$ cat src/rtl/enable_chk_debounce.sv
// Synchronised, debounced key/switch bus with a press strobe, captured code,
// lowest-set index and multi-key flag. Optional press counter: ENABLE_CHK_PRESS_CNT_EN.
module enable_chk_debounce #(
  parameter int WIDTH    = 8,
  parameter int IDX_W    = 3,
  parameter int DEBOUNCE = 4
) (
  input  logic             clk,
  input  logic             rst,
  input  logic [WIDTH-1:0] in_bus,
  output logic             en_level,
  output logic             press_pulse,
  output logic [WIDTH-1:0] press_code,
  output logic [IDX_W-1:0] press_idx,
  output logic             multi,
`ifdef ENABLE_CHK_PRESS_CNT_EN
  output logic [7:0]       press_count,
`endif
  output logic             busy
);

  // state       | meaning
  // ST_IDLE     | no key seen, waiting for a nonzero bus
  // ST_DEBOUNCE | counting identical nonzero samples toward a press
  // ST_HELD     | press accepted, waiting for the bus to go to zero
  // ST_RELEASE  | counting zero samples toward a release
  typedef enum logic [1:0] {
    ST_IDLE,
    ST_DEBOUNCE,
    ST_HELD,
    ST_RELEASE
  } state_t;

  localparam logic [7:0] DB_CNT = 8'(DEBOUNCE);

  state_t           state;
  logic [WIDTH-1:0] sync_q1;
  logic [WIDTH-1:0] s;
  logic [WIDTH-1:0] sample;
  logic [7:0]       cnt;
  logic [7:0]       cnt_inc;
  logic             s_nz;
  logic             accept_now;
  logic [WIDTH-1:0] accept_val;

  function automatic logic [IDX_W-1:0] lowest_idx(input logic [WIDTH-1:0] v);
    lowest_idx = '0;
    for (int i = WIDTH - 1; i >= 0; i--) begin
      if (v[i]) lowest_idx = IDX_W'(i);
    end
  endfunction

  // Clearing the lowest set bit leaves something only if two or more were set.
  function automatic logic more_than_one(input logic [WIDTH-1:0] v);
    more_than_one = (v & (v - WIDTH'(1))) != '0;
  endfunction

  always_ff @(posedge clk or posedge rst) begin
    if (rst) begin
      sync_q1  <= '0;
      s        <= '0;
      en_level <= 1'b0;
    end else begin
      sync_q1  <= in_bus;
      s        <= sync_q1;
      en_level <= |s;
    end
  end

  assign s_nz    = s != '0;
  assign cnt_inc = cnt + 8'd1;

  // With a single-sample debounce the IDLE state accepts the live bus directly.
  always_comb begin
    accept_now = 1'b0;
    accept_val = sample;
    if (state == ST_IDLE) begin
      accept_val = s;
      accept_now = s_nz && (DEBOUNCE == 1);
    end else if (state == ST_DEBOUNCE) begin
      accept_now = s_nz && (s == sample) && (cnt_inc == DB_CNT);
    end
  end

  always_ff @(posedge clk or posedge rst) begin
    if (rst) begin
      state       <= ST_IDLE;
      sample      <= '0;
      cnt         <= '0;
      busy        <= 1'b0;
      press_pulse <= 1'b0;
      press_code  <= '0;
      press_idx   <= '0;
      multi       <= 1'b0;
    end else begin
      press_pulse <= 1'b0;
      case (state)
        ST_IDLE: begin
          if (s_nz) begin
            sample <= s;
            cnt    <= 8'd1;
            busy   <= 1'b1;
            state  <= (DEBOUNCE == 1) ? ST_HELD : ST_DEBOUNCE;
          end
        end
        ST_DEBOUNCE: begin
          if (!s_nz) begin
            state <= ST_IDLE;
            busy  <= 1'b0;
          end else if (s != sample) begin
            sample <= s;
            cnt    <= 8'd1;
          end else begin
            cnt <= cnt_inc;
            if (cnt_inc == DB_CNT) state <= ST_HELD;
          end
        end
        ST_HELD: begin
          if (!s_nz) begin
            cnt <= 8'd1;
            if (DEBOUNCE == 1) begin
              state <= ST_IDLE;
              busy  <= 1'b0;
            end else begin
              state <= ST_RELEASE;
            end
          end
        end
        ST_RELEASE: begin
          if (s_nz) begin
            state <= ST_HELD;
          end else begin
            cnt <= cnt_inc;
            if (cnt_inc == DB_CNT) begin
              state <= ST_IDLE;
              busy  <= 1'b0;
            end
          end
        end
        default: begin
          state <= ST_IDLE;
          busy  <= 1'b0;
        end
      endcase

      if (accept_now) begin
        press_pulse <= 1'b1;
        press_code  <= accept_val;
        press_idx   <= lowest_idx(accept_val);
        multi       <= more_than_one(accept_val);
      end
    end
  end

`ifdef ENABLE_CHK_PRESS_CNT_EN
  always_ff @(posedge clk or posedge rst) begin
    if (rst) begin
      press_count <= '0;
    end else if (accept_now && press_count != 8'hFF) begin
      press_count <= press_count + 8'd1;
    end
  end
`endif

endmodule

$ cat config.mk
export PLATFORM = sky130hd
export DESIGN_NAME = enable_chk_debounce
export DESIGN_NICKNAME = d
export VERILOG_FILES = /design/src/rtl/enable_chk_debounce.sv
export SDC_FILE = /design/constraint.sdc
export NUM_CORES = 1
export LEC_CHECK = 0
export ABC_AREA = 1
export CORE_MARGIN = 2
export CORE_UTILIZATION = 40
export CTS_CLUSTER_DIAMETER = 120
export DETAILED_ROUTE_END_ITERATION = 10
export PLACE_DENSITY = 0.69
export SYNTH_ARGS = -nofsm -noshare
export SYNTH_HDL_FRONTEND = slang
export SYNTH_SLANG_ARGS = --single-unit
$ cat constraint.sdc
create_clock -name clk -period 2.7 [get_ports clk]
set_clock_uncertainty 0.1 [all_clocks]
set_input_delay 0.81 -clock clk [delete_from_list [all_inputs] [get_ports clk]]
set_output_delay 0.81 -clock clk [all_outputs]
set_load 0.01 [all_outputs]
## Word level (Yosys, flattened, before mapping)

Index checks and enable logic that the tools add are counted.

| word-level totals | value |
|---|---|
| register bits | 49 |
| bits of input ports | 10 |
| word-level logic and storage cells | 77 |

| operators by class | value |
|---|---|
| add/sub/neg operators | 2 |
| equal/unequal tests | 16 |
| mux-type cells | 35 |
| bitwise gates (word level) | 1 |
| reductions and logical operators | 12 |

Operators with widths:

| cell | count |
|---|---|
| two-way mux 8 bit | 9 |
| case mux 8 bit (4 select lines) | 1 |
| two-way mux 3 bit | 8 |
| case mux 8 bit (2 select lines) | 1 |
| nonzero test 8 bit | 2 |
| two-way mux 2 bit | 7 |
| != test 2 bit, second input constant | 6 |
| AND reduction 5 bit | 2 |
| adder 8 x 1 -> 8 bit, second input constant | 1 |
| bitwise AND 8 bit | 1 |
| equality test 8 x 3 -> 1 bit, second input constant | 1 |
| equality test 8 bit | 1 |
| != test 8 bit | 1 |
| case mux 2 bit (4 select lines) | 1 |
| AND reduction 4 bit | 2 |
| OR reduction 8 bit | 1 |
| subtractor 8 x 1 -> 8 bit, second input constant | 1 |
| two-way mux 1 bit | 7 |
| != test 3 bit, second input constant | 2 |
| equality test 2 bit, second input constant | 2 |
| != test 3 x 2 -> 1 bit, second input constant | 1 |
| case mux 1 bit (3 select lines) | 1 |
| nonzero test 3 bit | 1 |
| equality test 2 x 1 -> 1 bit, second input constant | 1 |
| 4 further kinds | 5 |

## Depth between registers and ports, before layout

| depth | value |
|---|---|
| word-level depth | 10 |
| depth in mapped cells | 13 |
| depth with buffers taken out | 12 |

## Least setup slack after synthesis

OpenSTA, ideal clock, no wires.

| timing | value |
|---|---|
| path type | register -> register |
| start | reg cnt[0] |
| end | reg multi |
| setup time | 116 ps |
| arrival | 1566 ps |
| data required time | 2484 ps |
| slack | 917 ps |
| stages on the path, launching flop included | 12 |
| buffers on the path | 1 |
| clock period less this slack | 1783 ps |
| cells stage by stage | dfrtp_1 -> ha_1 -> nand2_1 -> inv_2 -> nand2_1 -> xor2_1 -> nand2_1 -> nor2_2 -> nand2_1 -> buf_6 -> nand2_1 -> nand2_1 |

| between the ends | value |
|---|---|
| word-level cells in the longest chain between the ends | 5 |

RTL lines:

| item | RTL line | source |
|---|---|---|
| start, declared | 40 | `logic [7:0] cnt;` |
| start signal, assigned | 114 | `cnt <= cnt_inc;` |
| start signal, assigned | 133 | `cnt <= cnt_inc;` |
| adder 8 x 1 -> 8 bit | 71 | `assign cnt_inc = cnt + 8'd1;` |
| equality test 8 x 3 -> 1 bit | 81 | `accept_now = s_nz && (s == sample) && (cnt_inc == DB_CNT);` |
| logical AND 1 bit | 81 |  |
| two-way mux 1 bit | 80 | `end else if (state == ST_DEBOUNCE) begin` |
| two-way mux 1 bit | 77 | `if (state == ST_IDLE) begin` |
| end signal, assigned | 150 | `multi <= more_than_one(accept_val);` |
| end, declared | 15 | `output logic multi,` |

No other way between the ends.
A chain may end at the register's enable or synchronous reset.

## Worst setup path in the final report

| timing | value |
|---|---|
| start | reg press_code[0] |
| end | out press_code[0] |

RTL lines:

| item | RTL line | source |
|---|---|---|
| start, declared | 13 | `output logic [WIDTH-1:0] press_code,` |
| start signal, assigned | 148 | `press_code <= accept_val;` |

No word-level cell between the ends.

==> summary.md <==
| Metric | Value |
|---|---|
| Top cell type's share of synthesized area | `50.65%` |
| Post-synth ARST share | `100.0%` |
| Chip height | `81.80 um` |
| Depth of the worst hold-timing path | `0` |
| Maximum number of pins on one net before global-route repair | `22` |
| Mean Syn Cell Area | `7.810 um^2` |
| Number of violations of the max-capacitance limit | `0` |
| Time the worst path needs with I/O delays and setup | `2122 ps` |
| Dpl cells | `405` |
| Peak fanout along the critical path | `2` |
| Maximum clock insertion buffer count | `2` |
| TritonCTS clock tree | `yes` |
| Pwr dens | `573.2 mW/mm^2` |
| Leading post-synthesis cells by instance count | `nand2_1 (128), dfrtp_1 (49), inv_1 (33)` |
| CP Data Arrival Time | `1210 ps` |
| Post-CTS Hold Fix Bufs | `0` |
| Worst-case register-to-register setup slack | `720 ps` |
| Worst slew margin relative to its limit | `61.47%` |
| Violation count after the first detailed-routing iteration | `87` |
| Worst reg2reg startpoint | `cnt[0]` |
| Cell with the most instances after synthesis | `nand2_1` |
| Die Outline Area | `0.006691 mm^2` |
| Top_reg_cell synth | `dfrtp_1` |
| Routability cong. | `0.8076` |
| Startpoint of the tightest hold check path | `sync_q1[5]` |
| EDFF count, synth | `0` |
| Reg2Reg Depth | `10` |
| Core Region | `0.005886 mm^2` |
| RSZ-0062 raised after global routing | `false` |
| Dominant combinational cell family by area after synthesis | `simple AND/OR/NAND/NOR gates` |
| Number of nets with antenna violations after detailed routing | `0` |
| Crit share post-route | `78.58%` |
| Instance count of the mapped netlist | `310` |
| Post-synthesis simple-gate area fraction | `32.04%` |
| Final-layout setup total negative slack | `0 ps` |
| Clock latency reported for the late side of the worst-skew pair | `300 ps` |
| Maximum vdd drop | `0.0003529 V` |
| Compound-cell area share of the yosys netlist | `6.253%` |
| Final nets | `348` |
| Max-slew violation count | `0` |
| Final setup vio count | `0` |
| Clock transition at the register clock pins on the worst setup and hold paths after CTS | `90 ps` |
| Xor and xnor area share after synthesis | `2.171%` |
| Crit path buf inv count | `1` |
| Yosys cell types | `24` |
| Min-delay worst type | `flop to flop` |
| Fraction of the mapped netlist area in adder cells | `0.5168%` |
| Clock H-tree levels | `2` |
| Worst setup path class | `flop to primary output` |
| Fraction of synthesized area in multiplexers | `0%` |
| Status | `finished clean` |
| Synthesized net count | `321` |
| Required time reported for the critical path endpoint | `1790 ps` |
| Sequential-to-total area share from yosys stat | `50.65%` |
| Final instance area | `0.002838 mm^2` |
| Input/output buffers | `24` |
| Root Driver | `clkbuf_8` |
| Grt met2 use | `23.90%` |
| Largest stage delay on the critical path | `540 ps` |
| Post-DR wirelength/cell | `10.27 um` |
| Total GRT Usage | `14.52%` |
| Critical register-to-register path endpoint | `press_idx[2]` |
| Detailed-route vias per instance | `4.617` |
| Cells along the critical path | `clkdlybuf4s50_1` |
| Wire length reported by the detailed router | `4.241 mm` |
| PnR Total Power | `0.001627 W` |
| Maximum achievable frequency | `0.4713 GHz` |
| Final HPWL from detailed placement | `3.189 mm` |
| Met3 Track Usage GR | `3.297%` |
| Yosys synthesis warning count | `0` |
| Filler Cell Count | `584` |
| Post-synthesis instance area | `0.002421 mm^2` |
| Worst Max-Slew Pin Slew | `574.1 ps` |
| Number of antenna violations at the first check in global routing | `0` |
| Setup crit end kind | `primary output` |
| Library cell with the largest summed area after synthesis | `dfrtp_1` |
| Final hold viol count | `0` |
| CTS sink count | `49` |
| Fraction of layout cells with a size suffix above 1 | `10.06%` |
| Initial cell density of the core | `41.14%` |
| Busiest grt layer | `met2` |
| FP Rows | `28` |
| Number of CTS-inserted buffers | `5` |
| Die outline width | `81.80 um` |
| First drt pass iteration count | `4` |
| Cell types with the largest area share after synthesis | `dfrtp_1 (51%), nand2_1 (20%), inv_1 (5.1%), nor2_1 (3.1%), o21ai_0 (2.9%)` |
| Fin util | `48.21%` |
| Seq cells post-synth | `49` |
| Cell Count, Final, Fillers Out | `413` |
| WHS Endpoint | `s[5]` |
| Met1 demand-to-capacity share in global routing | `19.05%` |
| Total setup buffers inserted after CTS | `0` |
| Count of instances resized after the clock tree is built | `0` |
| Startpoint type of the worst setup path | `flop` |
| Total inserted antenna cells | `0` |
| Leakage power | `1.396 nW` |
| Via count of the first global-routing pass | `1682` |
| Total overflow reported by the global router | `0` |
| Cell area after placement | `0.002718 mm^2` |
| Top Family by Delay on Critical Path | `buffers and inverters` |
| Standard cell with the maximum stage delay on the critical path | `clkdlybuf4s50_1` |
| Area added between synthesis and finish | `17.21%` |
| Routed via count | `1907` |
| First-pass GRT wire length | `7.562 mm` |
| DRC violation count after routing | `0` |
| Boundary pin count | `25` |
cells in the final DEF, fill, tap and decap left out:
| cell type | instances |
|---|---|
| nand3_1 | 8 |
| clkinvlp_4 | 1 |
| nor2_4 | 5 |
| nand2_1 | 128 |
| buf_4 | 2 |
| nor3_1 | 1 |
| inv_1 | 32 |
| a21oi_1 | 4 |
| o21ai_2 | 1 |
| inv_2 | 7 |
| clkbuf_8 | 6 |
| xor2_1 | 5 |
| clkinv_1 | 1 |
| nand3b_1 | 1 |
| ha_1 | 1 |
| dfrtp_1 | 49 |
| o21ai_1 | 9 |
| clkdlybuf4s50_1 | 24 |
| nor2_2 | 3 |
| nand4_1 | 5 |
| nor2_1 | 20 |
| bufinv_16 | 1 |
| nand3_2 | 3 |
| a211oi_1 | 1 |
| xnor2_1 | 1 |
| nand2_2 | 5 |
| o21ai_0 | 14 |
how the worst max path moves through the flow:
stage,startpoint,to,slack (ps),depth (start not counted)
2_1_floorplan,rst,async pin,620,1
3_3_place_gp,cnt[0],press_idx[0],780,10
3_5_place_dp,cnt[0],press_idx[2],700,10
4_1_cts,press_code[0],press_code[0],560,1
5_1_grt,cnt[0],press_code[6],510,10
6_report,press_code[0],press_code[0],580,1
worst reg2reg max path, delay by kind of cell (launching register included):
kind	cells	cell delay [ps]
adder cells (fa/ha/maj)	1	250
buffers and inverters	1	30
AND/OR/NAND/NOR	7	860
flip-flops	1	420
XOR/XNOR	1	240
registers in the layout (all words and copies together) (netlist names), named ones only:
register,cells
press_pulse,1
press_idx,3
sample,8
press_code,8
multi,1
cnt,8
busy,1
en_level,1
state,1
s,8
sync_q1,8
power by group:
part / internal (W) / switching (W)
combinational: 0.0000960 / 0.000168
sequential: 0.000780 / 0.0000434
clock: 0.000301 / 0.000238
routing by layer:
| layer | share of wire (%) | routed length [um] |
|---|---|---|
| met5 | 0 | 0 |
| met2 | 46 | 1971 |
| met3 | 3.7 | 157 |
| met1 | 48 | 2055 |
| met4 | 1.3 | 57 |
kinds of logic (layout without fill, tap and decap cells):
| logic type | Yosys count | after routing |
|---|---|---|
| compound gates | 29 | 29 |
| fa+ha+maj | 1 | 1 |
| simple gates | 179 | 179 |
| buf+inv | 46 | 74 |
| xor+xnor | 6 | 6 |
| flops | 49 | 49 |
stage by stage:
stage | hold WS [ps] | setup slack (ps)
finish | 253.3 | 578.3
global route | 263.6 | 514.7
CTS | 255.5 | 559.5
detailed placement | 234.7 | 700.5
global placement | 231.8 | 783.7
floorplan | 231.2 | 617.2
layout make-up:
cell class,instances,area [um^2],share of cell area [%]
inverter,40,150.1,5.291
multi-input combinational,215,992.2,34.96
sequential,49,1226,43.21
tap,75,93.84,3.307
clock buffer,6,82.58,2.910
clock inverter,2,37.54,1.323
timing repair buffer,26,255.2,8.995
No activity file was read; power rests on OpenSTA's default activity.
